===== src/rtl/stage_mem.sv =====
// Memory access stage: issues Wishbone-classic loads/stores, aligns load data, flags faults, registers WB results.
// Optional MEM_TIMEOUT_EN bounds the WAIT state to TIMEOUT_CYCLES before forcing a bus fault.
module stage_mem #(
  parameter logic [7:0] TIMEOUT_CYCLES = 8'd255
) (
  input  logic        clk_i,
  input  logic        rst_i,
  input  logic        valid_i,
  input  logic [31:0] pc_i,
  input  logic [31:0] instruction_i,
  input  logic [2:0]  funct3_i,
  input  logic [31:0] alu_d_i,
  input  logic [31:0] st_data_i,
  input  logic        e_illegal_inst_i,
  input  logic        e_inst_addr_mis_i,
  input  logic        flush_i,
  output logic        stall_o,
  output logic [31:0] dbus_addr_o,
  output logic [31:0] dbus_dat_o,
  output logic [3:0]  dbus_sel_o,
  output logic        dbus_we_o,
  output logic        dbus_cyc_o,
  output logic        dbus_stb_o,
  input  logic [31:0] dbus_dat_i,
  input  logic        dbus_ack_i,
  input  logic        dbus_err_i,
  output logic        valid_o,
  output logic [31:0] pc_o,
  output logic [31:0] instruction_o,
  output logic [2:0]  funct3_o,
  output logic [31:0] alu_d_o,
  output logic [31:0] mem_d_o,
  output logic [31:0] mem_addr_o,
  output logic        e_illegal_inst_o,
  output logic        e_inst_addr_mis_o,
  output logic        e_ld_addr_mis_o,
  output logic        e_st_addr_mis_o,
  output logic        e_ld_fault_o,
  output logic        e_st_fault_o
);
  typedef enum logic {S_IDLE, S_WAIT} state_t;

  state_t      r_state, w_next;
  logic        w_is_ld, w_is_st, w_mem, w_legal, w_mis, w_up_exc, w_issue;
  logic        w_timeout, w_done, w_fault, w_in_wait;
  logic        w_capture, w_vld_next;
  logic [3:0]  w_sel;
  logic [31:0] w_wdat, w_lane, w_ld_data;

  assign w_is_ld  = (instruction_i[6:0] == 7'b0000011);
  assign w_is_st  = (instruction_i[6:0] == 7'b0100011);
  assign w_mem    = w_is_ld | w_is_st;
  assign w_legal  = w_is_ld ? !(funct3_i == 3'b011 || funct3_i == 3'b110 || funct3_i == 3'b111) :
                    w_is_st ? (funct3_i[2] == 1'b0 && funct3_i[1:0] != 2'b11) : 1'b1;
  assign w_mis    = ((funct3_i[1:0] == 2'b01) & alu_d_i[0]) |
                    ((funct3_i[1:0] == 2'b10) & (|alu_d_i[1:0]));
  assign w_up_exc = e_illegal_inst_i | e_inst_addr_mis_i;
  assign w_issue  = valid_i & w_mem & w_legal & !w_mis & !w_up_exc & !flush_i;
  assign w_in_wait = (r_state == S_WAIT);
  assign w_fault  = dbus_err_i | w_timeout;
  assign w_done   = dbus_ack_i | w_fault;

`ifdef MEM_TIMEOUT_EN
  logic [7:0] r_tmo_cnt;
  always_ff @(posedge clk_i) begin
    if (rst_i || r_state == S_IDLE) r_tmo_cnt <= 8'd0;
    else                            r_tmo_cnt <= r_tmo_cnt + 8'd1;
  end
  // Fires during the TIMEOUT_CYCLES-th WAIT cycle so the cycle ends on that edge.
  assign w_timeout = w_in_wait && (r_tmo_cnt + 8'd1 == TIMEOUT_CYCLES);
`else
  logic w_unused_tmo;
  assign w_unused_tmo = ^TIMEOUT_CYCLES;
  assign w_timeout    = 1'b0;
`endif

  always_comb begin
    w_sel  = 4'b1111;
    w_wdat = st_data_i;
    case (funct3_i[1:0])
      2'b00: begin w_sel = 4'b0001 << alu_d_i[1:0]; w_wdat = {4{st_data_i[7:0]}};  end
      2'b01: begin w_sel = 4'b0011 << alu_d_i[1:0]; w_wdat = {2{st_data_i[15:0]}}; end
      default: ;
    endcase
  end

  assign w_lane = dbus_dat_i >> {alu_d_i[1:0], 3'b000};
  always_comb begin
    w_ld_data = w_lane;
    case (funct3_i)
      3'b000: w_ld_data = {{24{w_lane[7]}}, w_lane[7:0]};
      3'b001: w_ld_data = {{16{w_lane[15]}}, w_lane[15:0]};
      3'b100: w_ld_data = {24'd0, w_lane[7:0]};
      3'b101: w_ld_data = {16'd0, w_lane[15:0]};
      default: ;
    endcase
  end

  always_ff @(posedge clk_i) begin
    if (rst_i) r_state <= S_IDLE;
    else       r_state <= w_next;
  end

  always_comb begin
    w_next = r_state;
    case (r_state)
      S_IDLE:  if (w_issue) w_next = S_WAIT;
      S_WAIT:  if (flush_i || w_done) w_next = S_IDLE;
      default: w_next = S_IDLE;
    endcase
  end

  // Flush in WAIT still loads the result register, but valid_o stays low so it is discarded.
  always_comb begin
    stall_o    = 1'b0;
    w_capture  = 1'b0;
    w_vld_next = 1'b0;
    case (r_state)
      S_IDLE: begin
        stall_o    = w_issue;
        w_capture  = !w_issue;
        w_vld_next = valid_i & !flush_i & !w_issue;
      end
      S_WAIT: begin
        stall_o    = !w_done;
        w_capture  = w_done | flush_i;
        w_vld_next = w_done & !flush_i;
      end
      default: ;
    endcase
  end

  always_ff @(posedge clk_i) begin
    if (rst_i) begin
      dbus_addr_o <= '0; dbus_dat_o <= '0; dbus_sel_o <= '0;
      dbus_we_o <= 1'b0; dbus_cyc_o <= 1'b0; dbus_stb_o <= 1'b0;
      valid_o <= 1'b0; pc_o <= '0; instruction_o <= '0; funct3_o <= '0;
      alu_d_o <= '0; mem_d_o <= '0; mem_addr_o <= '0;
      e_illegal_inst_o <= 1'b0; e_inst_addr_mis_o <= 1'b0;
      e_ld_addr_mis_o <= 1'b0; e_st_addr_mis_o <= 1'b0;
      e_ld_fault_o <= 1'b0; e_st_fault_o <= 1'b0;
    end else begin
      if (!w_in_wait && w_issue) begin
        dbus_cyc_o  <= 1'b1;
        dbus_stb_o  <= 1'b1;
        dbus_we_o   <= w_is_st;
        dbus_addr_o <= {alu_d_i[31:2], 2'b00};
        dbus_sel_o  <= w_sel;
        dbus_dat_o  <= w_wdat;
      end else if (w_in_wait && (w_done || flush_i)) begin
        dbus_cyc_o <= 1'b0;
        dbus_stb_o <= 1'b0;
        dbus_we_o  <= 1'b0;
      end
      valid_o <= w_vld_next;
      if (w_capture) begin
        pc_o              <= pc_i;
        instruction_o     <= instruction_i;
        funct3_o          <= funct3_i;
        alu_d_o           <= alu_d_i;
        mem_addr_o        <= alu_d_i;
        e_illegal_inst_o  <= e_illegal_inst_i | (w_mem & !w_legal);
        e_inst_addr_mis_o <= e_inst_addr_mis_i;
        e_ld_addr_mis_o   <= w_is_ld & w_legal & w_mis;
        e_st_addr_mis_o   <= w_is_st & w_legal & w_mis;
        e_ld_fault_o      <= w_in_wait & w_is_ld & w_fault;
        e_st_fault_o      <= w_in_wait & w_is_st & w_fault;
        mem_d_o           <= (w_in_wait & w_is_ld & !w_fault) ? w_ld_data : 32'd0;
      end
    end
  end
endmodule


===== config.mk =====
export PLATFORM = sky130hd
export DESIGN_NAME = stage_mem
export DESIGN_NICKNAME = d
export VERILOG_FILES = /design/src/rtl/stage_mem.sv
export SDC_FILE = /design/constraint.sdc
export NUM_CORES = 1
export LEC_CHECK = 0
export BUFFER_PORTS_ARGS = -buffer_cell sky130_fd_sc_hd__buf_4
export CELL_PAD_IN_SITES_DETAIL_PLACEMENT = 1
export CELL_PAD_IN_SITES_GLOBAL_PLACEMENT = 1
export CORE_MARGIN = 2
export CORE_UTILIZATION = 25
export CTS_CLUSTER_SIZE = 30
export DETAILED_ROUTE_END_ITERATION = 7
export GPL_ROUTABILITY_DRIVEN = 1
export GPL_TIMING_DRIVEN = 0
export PLACE_DENSITY = 0.73
export SYNTH_ARGS = -nofsm -noshare
export SYNTH_HDL_FRONTEND = slang
export SYNTH_SLANG_ARGS = --single-unit

===== constraint.sdc =====
create_clock -name clk_i -period 4.4 [get_ports clk_i]
set_clock_uncertainty 0.15 [all_clocks]
set_input_delay 1.32 -clock clk_i [delete_from_list [all_inputs] [get_ports clk_i]]
set_output_delay 1.32 -clock clk_i [all_outputs]
set_load 0.02 [all_outputs]

**Yosys cells after proc, flatten, opt, wreduce, memory -nomap -nowiden**

Cells that the tools add are included.

- Register bits after elaboration: 207
- Input port bits: 171
- Output and inout port bits: 242

- Eq/ne operators: 11
- Shift operators: 3
- Muxes and demuxes: 15
- Bitwise logic cells: 28
- Reduce and logical (&&, ||, !) cells: 19

Operator list:

| operator | count |
|---|---|
| one-hot mux 32 bit (4 select lines) | 1 |
| one-hot mux 32 bit (2 select lines) | 1 |
| 2-to-1 mux 32 bit | 1 |
| right shift 32 x 5 -> 32 bit | 1 |
| AND 1 bit | 20 |
| == test 3 bit, second input constant | 4 |
| zero test 1 bit | 9 |
| one-hot mux 1 bit (2 select lines) | 4 |
| one-hot mux 4 bit (2 select lines) | 1 |
| == test 7 x 2 -> 1 bit, second input constant | 1 |
| == test 7 x 6 -> 1 bit, second input constant | 1 |
| 2-to-1 mux 1 bit | 7 |
| OR 1 bit | 6 |
| left shift 1 x 2 -> 4 bit, first input constant | 1 |
| left shift 2 x 2 -> 4 bit, first input constant | 1 |
| == test 3 x 1 -> 1 bit, second input constant | 1 |
| == test 3 x 2 -> 1 bit, second input constant | 1 |
| logical AND 1 bit | 3 |
| zero test 3 bit | 1 |
| logical OR 1 bit | 3 |
| == test 2 x 1 -> 1 bit, second input constant | 1 |
| == test 2 bit, second input constant | 1 |
| zero test 2 bit | 1 |
| != test 2 bit, second input constant | 1 |
| other kinds (3) | 4 |

**Logic depth before layout (Yosys ltp)**

Gate-level depths: netlist of the first run.

- Depth in word-level cells: 12
- Depth in mapped cells: 9
- Depth with buffers taken out: 5

**Worst setup path after synthesis of the first run**

OpenSTA, ideal clock, no wires.

- Kind: input -> output
- From: input port e_inst_addr_mis_i
- To: output port stall_o
- Data arrival time: 2899 ps
- Slack: 31 ps
- Stages: 6
- Cell sequence: or3b_1 -> or2_2 -> or3_1 -> clkbuf_1 -> clkbuf_1 -> o21ai_0

- Cells in the longest elaborated chain, start to end: 5

RTL lines:

| element | RTL line | RTL |
|---|---|---|
| start: declaration | 15 | `input logic e_inst_addr_mis_i,` |
| OR 1 bit | 57 | `assign w_up_exc = e_illegal_inst_i \| e_inst_addr_mis_i;` |
| zero test 1 bit | 58 | `assign w_issue = valid_i & w_mem & w_legal & !w_mis & !w_up_exc & !flush_i;` |
| AND 1 bit (2 in a row) | 58 |  |
| one-hot mux 1 bit (2 select lines) | 118 | `case (r_state)` |
| end: declaration | 17 | `output logic stall_o,` |

No other way between the ends.

**Worst setup path after layout of the first run**

Same ends and word-level chain as after synthesis.

==> results of run 1 <==
==> flip-flops by register name (all words and copies together), names as in the netlist, 3 cells and up <==
register	count
dbus_addr_o	30
dbus_dat_o	32
dbus_sel_o	4
funct3_o	3
instruction_o	32
mem_addr_o	32
mem_d_o	32
pc_o	32
==> cells in the final DEF (no fill, tap or decap), types with 2 or more instances in the layout <==
master / n
nand3_1: 9
o21ai_0: 20
a211oi_1: 17
clkbuf_8: 3
a2bb2oi_1: 8
buf_4: 458
a21oi_1: 153
o32ai_1: 2
buf_6: 3
nand4_1: 7
dfxtp_1: 207
buf_2: 21
or3_4: 2
inv_1: 3
mux2i_1: 47
clkinv_2: 2
or3_1: 4
nand2_1: 345
clkinvlp_4: 2
nand3b_1: 20
nor4_1: 3
o211ai_1: 8
conb_1: 2
clkbuf_16: 26
nand2b_1: 2
clkbuf_1: 50
a311oi_1: 2
nor3_1: 9
buf_1: 2
a22o_1: 17
a31oi_1: 3
nor2_1: 28
==> path summary, 6_finish.rpt <==
path,endpoint,from,cells past startpoint
worst max-delay path,stall_o,e_inst_addr_mis_i,7
worst min-delay path,dbus_addr_o[28],dbus_addr_o[28],2
worst max register to register,pc_o[30],r_state,7
worst min register to register,dbus_addr_o[28],dbus_addr_o[28],2
==> power by group <==
group | switching (mW) | internal, mW
registers | 0.0342 | 1.93
clock network | 0.823 | 1.15
logic | 0.301 | 0.268
==> area by class of cell <==
cell class	count	share of cell area
clock inverter	6	0.00487
inverter	5	0.00143
clock buffer	37	0.0535
antenna	1	0.000191
tap	455	0.0435
sequential	207	0.316
buffer	116	0.0523
timing repair buffer	410	0.235
multi-input combinational	730	0.293
==> repair_timing <==
| item | 4_1_cts | 5_1_grt |
|---|---|---|
| setup endpoints to repair | 1 | 1 |
| pin swaps | 2 | 0 |
| resized for setup | 8 | 1 |
| buffers inserted | 3 | 0 |
==> cells by family after synthesis <==
logic type      count (synthesis)
compound gates                236
mux                            48
simple gates                  443
xor+xnor                        1
buf+inv                       122
other cells                     1
flops                         207
==> layer usage <==
metal / track usage / up-vias / routed length, um
met5: 0 / - / 0
met1: 0.242 / 4342 / 15500
li1: - / 4406 / -
met4: 0.0593 / 0 / 963
met3: 0.0494 / 59 / 2740
met2: 0.343 / 295 / 18200
==> worst max-delay path, cell delays in order <==
cell and delay [ps]:
buf_4 130, or3b_4 390, or2_4 260, or3_4 410, clkbuf_16 160, o21ai_2 50
buf_4 160
==> results.tsv, run 1 <==
stage	metric	value	unit
outcome	status	finished, final reports clean	
synth	simple-gate area share of the yosys netlist	0.220	
cells_and_area	Fill cells	4171	
placement	I/O Buffers	407	
worst_setup_path	Critical Path RT	2930	ps
sta	worst relative slew slack	0.429	
synth	ys flop type	dfxtp_1	
cells_and_area	Final Instance Area	0.0131	sq mm
synth	most frequent cells after synthesis	nand2_1 (345), dfxtp_1 (207), a21oi_1 (153), buf_4 (48), mux2i_1 (47)	
floorplanning	CORE AREA	0.0343	sq mm
sta	minimum clock period	4350	ps
placement	dpl hpwl	28900	um
placement	placed insts	1921	
cts	CTS tree	built	
detailed_routing	drt pass-1 iters	4	
cells_and_area	Layout area overhead	51.4	%
flow_run	total of max-cap violations	0	
worst_setup_path	reg2reg setup slack	1820	ps
cells_and_area	layout cell share with drive strength beyond 1	0.353	
detailed_routing	Routed Antenna Nets	0	
sta	setup_tns	0	ps
placement	dpl ws	-622	ps
global_routing	grt total ovfl	0	
cells_and_area	area of the multi-input gates	0.00383	sq mm
sta	Hold Slack	303	ps
cts	cts-stage hold buffer count	0	
synth	top cells by area, synth	dfxtp_1 (48%), nand2_1 (15%), a21oi_1 (8.9%), mux2i_1 (5.4%), buf_4 (4.2%)	
floorplanning	io pins	413	
floorplanning	Initial Util	0.252	
sta	Final WS setup	52.6	ps
cts	Clock Sinks	207	
synth	cell taking the most area after synthesis	dfxtp_1	
cts	CTS max path bufs	3	
global_routing	initial antenna violation count	1	
detailed_routing	vias per cell	4.63	
floorplanning	Die Y	190	um
floorplanning	Die ar.	0.0361	sq mm
synth	synthesized cell area	0.00865	sq mm
synth	most common cell in the netlist	nand2_1	
worst_setup_path	Crit Path Category	input port to primary output	
floorplanning	Die X	190	um
global_routing	largest net degree at the start of global routing	13	
cts	Reg clk slew, reported paths	60	ps
cells_and_area	Seq. cell area	0.00414	sq mm
global_routing	first-pass GRT wire length	55800	um
worst_setup_path	Setup crit start kind	input port	
synth	largest family of logic cells by synthesized area	simple AND/OR/NAND/NOR gates	
sta	Fmax achieved	230	MHz
synth	mux cell area share after synthesis	0.0570	
global_routing	vias in the first global route	9504	
power_and_ir_drop	Lkg Pwr	6.01	nW
sta	RSZ-0062 raised after global routing	false	
worst_setup_path	data arrival time of the critical path	2880	ps
synth	library cells used by synthesis	50	
cts	clock root buffer	clkbuf_16	
cells_and_area	post-layout util	0.382	
floorplanning	row cnt	68	
synth	Syn Area/Cell	8.17	sq um
detailed_routing	DRC errors left	0	
placement	Routability Congestion	0.843	
synth	post-synthesis sequential area ratio	0.479	
placement	Placed Area	0.0123	sq mm
global_routing	GRT Overall Usage	0.198	
worst_setup_path	Crit Path Max Fanout	2	
cells_and_area	Final Instance Count excl. Fillers	1967	
synth	synthesis-stage register bit count	207	
cts	Clock Latency Late Sink	520	ps
synth	Post-Synth Adder-Cell Area	0	
hold_path	Hold Path Class	flip-flop to flip-flop	
sta	# setup viols final	0	
detailed_routing	Post-Route WL	37400	um
sta	Final Hold Fails	0	
sta	Least-Margin Pin Slew	857	ps
worst_setup_path	CP Capture Type	primary output	
detailed_routing	vias	9102	
cts	H-tree depth	1	
synth	Ys Warns	0	
power_and_ir_drop	total power draw	4.50	mW
detailed_routing	DRT iter0 DRCs	286	
cts	Num CTS Buffers	25	
synth	Compound-Gate Fraction of Synth Area	0.162	
detailed_routing	DR WL/cell	19.0	um
power_and_ir_drop	VDD IR max	0.000231	V
sta	final-report max-slew violation count	0	
synth	EDFF count, synth	0	
power_and_ir_drop	power density cells	344	mW/mm^2
synth	post-synthesis xor/xnor area fraction	0.00188	
synth	Synth top area share	0.479	
cells_and_area	Final Net Count	1666	
synth	ys async rst share	0	
sta	fin crit share	0.988	
synth	Mapped Cells	1058	
(Power assumes the default switching activity.)
==> inputs of run 2 (changes only) <==
- PLACE_DENSITY: 0.73 -> 0.76
- clock period: 4.4 -> 3.6 ns (I/O delays scaled with it)
==> run 2 against run 1 <==
Effect of this change:
- the flow now finishes with violations (negative setup slack)
- utilization up 0.26 points
- sequential cell count unchanged
- critical path depth down 1
- global-route usage down 0.13 points
- register-to-register slack worse by 890 ps
- sequential power up 22%
- routed wire length down 0.69%
- combinational power up 22%
- first-iteration DRC count down 13%
- clock power up 32%
- total power up 26%
- critical path type unchanged
- critical endpoint unchanged
- highest routed layer unchanged
==> results.tsv, run 2 (synthesized netlist as in run 1, its figures left out) <==
stage	metric	value	unit	change
worst_setup_path	CP top delay family	simple AND/OR/NAND/NOR gates		unchanged
worst_setup_path	CP dominant cell by count	buf_6		was buf_4
detailed_routing	drt pass-1 iters	4		unchanged
power_and_ir_drop	sequential share of power	0.420		was 0.435
worst_setup_path	Setup crit start kind	input port		unchanged
cells_and_area	Final Net Count	1664		was 1666
power_and_ir_drop	Internal Power	4.31	mW	was 3.35 mW
worst_setup_path	Crit Path Category	input port to primary output		unchanged
floorplanning	Initial Util	0.252		unchanged
detailed_routing	vias	9110		was 9102
detailed_routing	DRT iter0 DRCs	249		was 286
floorplanning	Die X	190	um	unchanged
worst_setup_path	r2r worst-path depth	7		unchanged
power_and_ir_drop	sw frac	0.244		was 0.257
cts	clock root buffer	clkbuf_16		unchanged
detailed_routing	DRC errors left	0		unchanged
cells_and_area	post-layout util	0.385		was 0.382
worst_setup_path	CP Capture Type	primary output		unchanged
worst_setup_path	Slowest-stage cell, CP	or3_4		unchanged
flow_run	total of max-cap violations	0		unchanged
detailed_routing	Post-Route WL	37200	um	was 37400 um
placement	I/O Buffers	407		unchanged
cells_and_area	most frequent cells in the layout	buf_4 (453), nand2_1 (345), dfxtp_1 (207), a21oi_1 (153), mux2i_1 (47)		was buf_4 (458), nand2_1 (345), dfxtp_1 (207), a21oi_1 (153), clkbuf_1 (50)
cells_and_area	most common cell after layout, fill and taps aside	buf_4		unchanged
detailed_routing	vias per cell	4.63		about the same
floorplanning	Die Y	190	um	unchanged
sta	# setup viols final	1		was 0
floorplanning	Die ar.	0.0361	sq mm	unchanged
global_routing	GRT Overall Usage	0.197		was 0.198
sta	minimum clock period	3660	ps	
sta	RSZ-0062 raised after global routing	true		was false
floorplanning	row cnt	68		unchanged
power_and_ir_drop	Clock power frac	0.458		was 0.439
cts	Clock Latency Late Sink	510	ps	was 520 ps
cts	CTS max path bufs	3		unchanged
global_routing	grt total ovfl	0		unchanged
outcome	status	complete, but fails checks		was finished, final reports clean
worst_setup_path	Crit Path Max Fanout	2		unchanged
sta	final-report max-slew violation count	0		unchanged
worst_setup_path	critical path depth	6		was 7
global_routing	first-pass GRT wire length	55300	um	was 55800 um
power_and_ir_drop	Sw Pwr	1.39	mW	was 1.16 mW
power_and_ir_drop	power density cells	432	mW/mm^2	was 344 mW/mm^2
cts	Num CTS Buffers	24		was 25
sta	Final WS setup	-61.4	ps	was 52.6 ps
cts	H-tree depth	1		unchanged
detailed_routing	DR WL/cell	18.9	um	was 19.0 um
sta	Final Hold Fails	0		unchanged
global_routing	vias in the first global route	9484		was 9504
sta	worst relative slew slack	0.429		about the same
worst_setup_path	data arrival time of the critical path	2430	ps	was 2880 ps
sta	Hold Slack	305	ps	was 303 ps
worst_setup_path	crit path cell chain	buf_6 -> or3b_4 -> or2_4 -> or3_4 -> o21ai_4 -> buf_6		was buf_4 -> or3b_4 -> or2_4 -> or3_4 -> clkbuf_16 -> o21ai_2 -> buf_4
global_routing	initial antenna violation count	0		was 1
sta	Fmax achieved	273	MHz	
cells_and_area	layout cell share with drive strength beyond 1	0.356		was 0.353
cells_and_area	Inserted Diodes	0		was 1
power_and_ir_drop	Lkg Pwr	6.06	nW	was 6.01 nW
cells_and_area	Layout area overhead	52.5	%	was 51.4%
detailed_routing	Routed Antenna Nets	0		unchanged
sta	Least-Margin Pin Slew	857	ps	about the same
worst_setup_path	Critical Path RT	2370	ps	was 2930 ps
placement	dpl ws	-497	ps	was -622 ps
outcome	failing checks	negative setup slack		
cts	Reg clk slew, reported paths	60	ps	about the same
power_and_ir_drop	VDD IR max	0.000368	V	was 0.000231 V
cts	Clock Sinks	207		unchanged
worst_setup_path	r2r startpoint	r_state		unchanged
worst_setup_path	Worst R2R End	pc_o[27]		was pc_o[30]
cts	cts-stage hold buffer count	0		unchanged
worst_setup_path	origin of the worst setup path	e_inst_addr_mis_i		unchanged
hold_path	Hold Path Depth	2		unchanged
global_routing	largest net degree at the start of global routing	14		was 13
sta	fin crit share	1.02		
floorplanning	io pins	413		unchanged
worst_setup_path	reg2reg setup slack	930	ps	was 1820 ps
power_and_ir_drop	total power draw	5.70	mW	was 4.50 mW
hold_path	Worst Hold Launch	pc_o[31]		was dbus_addr_o[28]
hold_path	Hold Path Class	flip-flop to flip-flop		unchanged
placement	dpl hpwl	29200	um	was 28900 um
worst_setup_path	worst path bufs/invs	2		was 3
hold_path	hold worst-path end	pc_o[31]		was dbus_addr_o[28]
floorplanning	CORE AREA	0.0343	sq mm	unchanged
cts	CTS tree	built		unchanged
power_and_ir_drop	Comb pwr share	0.122		was 0.126
placement	Routability Congestion	0.857		was 0.843
worst_setup_path	CP max stage delay	420	ps	was 410 ps
## run 2: changes by cell type in the layout (fill, tap and decap cells not counted), moves of 2 or more
cell,change
buf_4,-5
buf_6,+5
bufinv_16,+2
clkbuf_1,-4
clkbuf_8,+4
## run 2: final cells by class
class	instances	area [sq um]
Fill cell	4137	21100
Sequential cell	207	4140
Multi-Input combinational cell	730	3840
Timing Repair Buffer	410	3100
Clock buffer	37	741
Buffer	115	661
Tap cell	455	569
Clock inverter	7	113
Inverter	5	18.8
## run 2: what timing repair did
item	in CTS	in global routing
endpoints found under the setup margin	1	1
gates resized for setup	10	0
setup buffers	2	1
pin swaps	2	2
## run 2: worst max-delay path by stage
| stage | to | slack [ps] |
|---|---|---|
| after global placement | stall_o | -470 |
| after detailed placement | stall_o | -500 |
| after CTS | stall_o | -150 |
| after floorplan | stall_o | -20 |
| after global routing | stall_o | -100 |
| final | stall_o | -60 |
## run 2: routing by layer
metal,vias to the layer above,GRT usage,wire length (um)
met3,59,0.0430,2320
met2,284,0.344,18000
met5,-,0,0
li1,4394,-,-
met4,0,0.0575,1060
met1,4373,0.241,15800
## run 2: stage by stage
step / TNS, ps / cell area (sq um) / instances
3_5_place_dp: -497 / 12300 / 1921
5_1_grt: -104 / 13200 / 1966
4_1_cts: -151 / 13200 / 1966
2_1_floorplan: -17.5 / 8680 / 1059
3_3_place_gp: -471 / 12300 / 1921
6_report: -61.4 / 13200 / 1966
## run 2: power by group through the flow
stage               clock network (mW)  logic [mW]  registers (mW)
global placement                     0       0.683            2.44
finish                            2.61       0.694            2.40
global route                      2.78       0.748            2.40
CTS                               2.68       0.700            2.40
detailed placement                   0       0.693            2.45
floorplan                            0       0.245            2.51
## run 2: worst reg2reg max path, delay by kind of cell (launching register included)
| kind | cells | cell delay (ps) |
|---|---|---|
| compound gates | 2 | 360 |
| buf+inv | 2 | 910 |
| simple gates | 3 | 780 |
| flops | 1 | 380 |
==> inputs of run 3 (changes only) <==
- ABC_AREA: default -> 1
- RECOVER_POWER: default -> 100
==> run 3 against run 2 <==
Effect of this change:
- the flow now finishes without violations
- worst setup slack improved by 170 ps
- sequential share of layout area increased by 0.40 points
- critical endpoint unchanged
- clock-buffer cell count decreased by 2
- largest power group unchanged
==> results.tsv, run 3 <==
stage	metric	value	unit	change
placement	Routability Congestion	0.872		was 0.857
synth	synthesized cell area	0.00926	sq mm	was 0.00865 sq mm
global_routing	initial antenna violation count	1		was 0
cells_and_area	most common cell after layout, fill and taps aside	nor2_1		was buf_4
worst_setup_path	Worst R2R End	dbus_addr_o[11]		was pc_o[27]
detailed_routing	vias per cell	4.54		was 4.63
detailed_routing	Post-Route WL	40000	um	was 37200 um
synth	post-synthesis sequential area ratio	0.448		was 0.479
sta	# setup viols final	0		was 1
synth	cell taking the most area after synthesis	dfxtp_1		unchanged
cells_and_area	Fill cells	4704		was 4137
worst_setup_path	reg2reg setup slack	1080	ps	was 930 ps
synth	Ys Warns	0		unchanged
worst_setup_path	r2r worst-path depth	8		was 7
cells_and_area	layout cell share with drive strength beyond 1	0.183		was 0.356
power_and_ir_drop	Internal Power	4.48	mW	was 4.31 mW
sta	minimum clock period	3490	ps	was 3660 ps
synth	ys async rst share	0		unchanged
sta	worst relative slew slack	0.477		was 0.429
synth	top cells by area, synth	dfxtp_1 (45%), nor2_1 (17%), o21bai_1 (8.3%), nand2_1 (7.9%), o21ai_0 (4.6%)		was dfxtp_1 (48%), nand2_1 (15%), a21oi_1 (8.9%), mux2i_1 (5.4%), buf_4 (4.2%)
hold_path	Hold Path Depth	2		unchanged
synth	Mapped Cells	1291		was 1058
cts	H-tree depth	1		unchanged
worst_setup_path	CP top delay family	simple AND/OR/NAND/NOR gates		unchanged
power_and_ir_drop	Comb pwr share	0.114		was 0.122
power_and_ir_drop	total power draw	5.99	mW	was 5.70 mW
placement	Placed Area	0.0129	sq mm	was 0.0123 sq mm
worst_setup_path	crit path cell chain	buf_4 -> buf_2 -> inv_2 -> nor2_4 -> nor2_4 -> nand2_1 -> nor2_4 -> nand2_8 -> nand2_1 -> buf_4		was buf_6 -> or3b_4 -> or2_4 -> or3_4 -> o21ai_4 -> buf_6
global_routing	GRT Overall Usage	0.200		was 0.197
cts	cts-stage hold buffer count	0		unchanged
worst_setup_path	worst path bufs/invs	4		was 2
cts	Num CTS Buffers	25		was 24
sta	RSZ-0062 raised after global routing	false		was true
placement	placed insts	2168		was 1921
global_routing	first-pass GRT wire length	60100	um	was 55300 um
cts	CTS max path bufs	3		unchanged
worst_setup_path	Critical Path RT	2370	ps	about the same
floorplanning	Die ar.	0.0386	sq mm	was 0.0361 sq mm
synth	library cells used by synthesis	25		was 50
synth	Syn Area/Cell	7.17	sq um	was 8.17 sq um
synth	EDFF count, synth	0		unchanged
cts	Clock Sinks	207		unchanged
synth	Synth top area share	0.448		was 0.479
worst_setup_path	CP dominant cell by count	nor2_4		was buf_6
placement	dpl hpwl	31800	um	was 29200 um
detailed_routing	DRT iter0 DRCs	392		was 249
cts	Clock Latency Late Sink	550	ps	was 510 ps
global_routing	vias in the first global route	10556		was 9484
global_routing	largest net degree at the start of global routing	18		was 14
detailed_routing	Routed Antenna Nets	0		unchanged
sta	setup_tns	0	ps	was -61.4 ps
power_and_ir_drop	Clock power frac	0.487		was 0.458
cts	CTS tree	built		unchanged
worst_setup_path	CP max stage delay	180	ps	was 420 ps
sta	fin crit share	0.969		was 1.02
worst_setup_path	CP Capture Type	primary output		unchanged
sta	Final Hold Fails	0		unchanged
detailed_routing	drt pass-1 iters	5		was 4
floorplanning	row cnt	70		was 68
floorplanning	CORE AREA	0.0365	sq mm	was 0.0343 sq mm
floorplanning	Die Y	196	um	was 190 um
sta	Least-Margin Pin Slew	785	ps	was 857 ps
worst_setup_path	Setup crit start kind	input port		unchanged
detailed_routing	DR WL/cell	18.1	um	was 18.9 um
cells_and_area	Layout area overhead	40.6	%	was 52.5%
hold_path	Hold Path Class	flip-flop to flip-flop		unchanged
outcome	status	finished, final reports clean		was complete, but fails checks
flow_run	total of max-cap violations	0		unchanged
power_and_ir_drop	power density cells	460	mW/mm^2	was 432 mW/mm^2
synth	synthesis-stage register bit count	207		unchanged
cells_and_area	Final Instance Area	0.0130	sq mm	was 0.0132 sq mm
power_and_ir_drop	Lkg Pwr	6.27	nW	was 6.06 nW
cts	clock root buffer	clkbuf_16		unchanged
power_and_ir_drop	sequential share of power	0.400		was 0.420
worst_setup_path	Slowest-stage cell, CP	buf_2		was or3_4
detailed_routing	vias	10056		was 9110
cells_and_area	Final Instance Count excl. Fillers	2216		was 1966
floorplanning	io pins	413		unchanged
sta	Fmax achieved	287	MHz	was 273 MHz
global_routing	grt total ovfl	0		unchanged
cells_and_area	most frequent cells in the layout	nor2_1 (429), clkbuf_1 (266), buf_4 (212), dfxtp_1 (207), nand2_1 (194)		was buf_4 (453), nand2_1 (345), dfxtp_1 (207), a21oi_1 (153), mux2i_1 (47)
floorplanning	Die X	196	um	was 190 um
worst_setup_path	r2r startpoint	r_state		unchanged
placement	I/O Buffers	408		was 407
worst_setup_path	data arrival time of the critical path	2260	ps	was 2430 ps
sta	final-report max-slew violation count	0		unchanged
worst_setup_path	Crit Path Max Fanout	10		was 2
hold_path	hold worst-path end	dbus_we_o		was pc_o[31]
detailed_routing	DRC errors left	0		unchanged
power_and_ir_drop	VDD IR max	0.000298	V	was 0.000368 V
power_and_ir_drop	sw frac	0.253		was 0.244
synth	ys flop type	dfxtp_1		unchanged
hold_path	Worst Hold Launch	dbus_we_o		was pc_o[31]
cts	Reg clk slew, reported paths	60	ps	about the same
floorplanning	Initial Util	0.253		was 0.252
synth	most common cell in the netlist	nor2_1		was nand2_1
power_and_ir_drop	Sw Pwr	1.51	mW	was 1.39 mW
worst_setup_path	Crit Path Category	input port to primary output		unchanged
synth	most frequent cells after synthesis	nor2_1 (430), dfxtp_1 (207), nand2_1 (194), o21bai_1 (102), o21ai_0 (85)		was nand2_1 (345), dfxtp_1 (207), a21oi_1 (153), buf_4 (48), mux2i_1 (47)
cells_and_area	Final Net Count	1899		was 1664
-- run 3: cell count changes after synthesis, sizes merged, moves of 63 or more --
cell	change
o21bai	+101
nor2	+404
nand2	-148
o21ai	+64
nand3	+63
a21oi	-144
-- run 3: stage by stage --
step | hold WS, ps | setup slack [ps] | util
2_1_floorplan | 337 | 141 | -
3_3_place_gp | 301 | -759 | 0.353
3_5_place_dp | 308 | -813 | 0.353
4_1_cts | 319 | 9.03 | 0.380
5_1_grt | 337 | 8.99 | 0.356
6_report | 314 | 111 | 0.356
-- run 3: per-layer routing --
layer	share of wire	GRT usage	up-vias	wire, um
met5	0	0	-	0
met4	0.032	0.0707	0	1280
met3	0.067	0.0438	61	2700
met2	0.50	0.368	318	19900
met1	0.40	0.228	4724	16100
li1	-	-	4953	-
-- run 3: final cells by class --
type / count / area [sq um] / area share
multi-input combinational: 923 / 4210 / 0.324
inverter: 38 / 145 / 0.0111
antenna: 1 / 2.50 / 0.000192
tap: 468 / 586 / 0.0450
clock buffer: 35 / 723 / 0.0556
sequential: 207 / 4140 / 0.318
buffer: 123 / 713 / 0.0548
clock inverter: 11 / 226 / 0.0174
timing repair buffer: 410 / 2260 / 0.174
-- run 3: cell families after synthesis --
group	share of synthesized area
AOI/OAI and AO/OA	0.149
buffers and inverters	0.101
DFF	0.448
other	0.000405
and+or+nand+nor	0.302
-- run 3: how the worst max path moves through the flow --
stage / startpoint / end / cells after the start / slack (ps)
after floorplan: funct3_i[1] / stall_o / 10 / 140
after global placement: funct3_i[1] / stall_o / 10 / -760
after detailed placement: funct3_i[1] / stall_o / 10 / -810
after CTS: funct3_i[1] / stall_o / 9 / 9
after global routing: alu_d_i[0] / stall_o / 10 / 9
final: alu_d_i[0] / stall_o / 10 / 110
-- run 3: worst min-delay path, stage by stage, from the launching register on --
cell	delay (ps)
dfxtp_1	310
nand2_1	60
a21oi_1	50
-- run 3: timing repair --
| item | CTS | global route |
|---|---|---|
| endpoints found under the setup margin | 1 | 1 |
| gates resized for setup | 4 | 2 |
| buffers inserted | 1 | 1 |
| pin swaps | 1 | 2 |
-- run 3: power groups by stage --
stage                     registers (mW)  logic, mW  clock network, mW
after CTS                           2.40      0.740               2.99
after global placement              2.44      0.722                  0
after floorplan                     2.51      0.275                  0
final                               2.39      0.680               2.91
after detailed placement            2.45      0.734                  0
after global routing                2.40      0.741               3.07
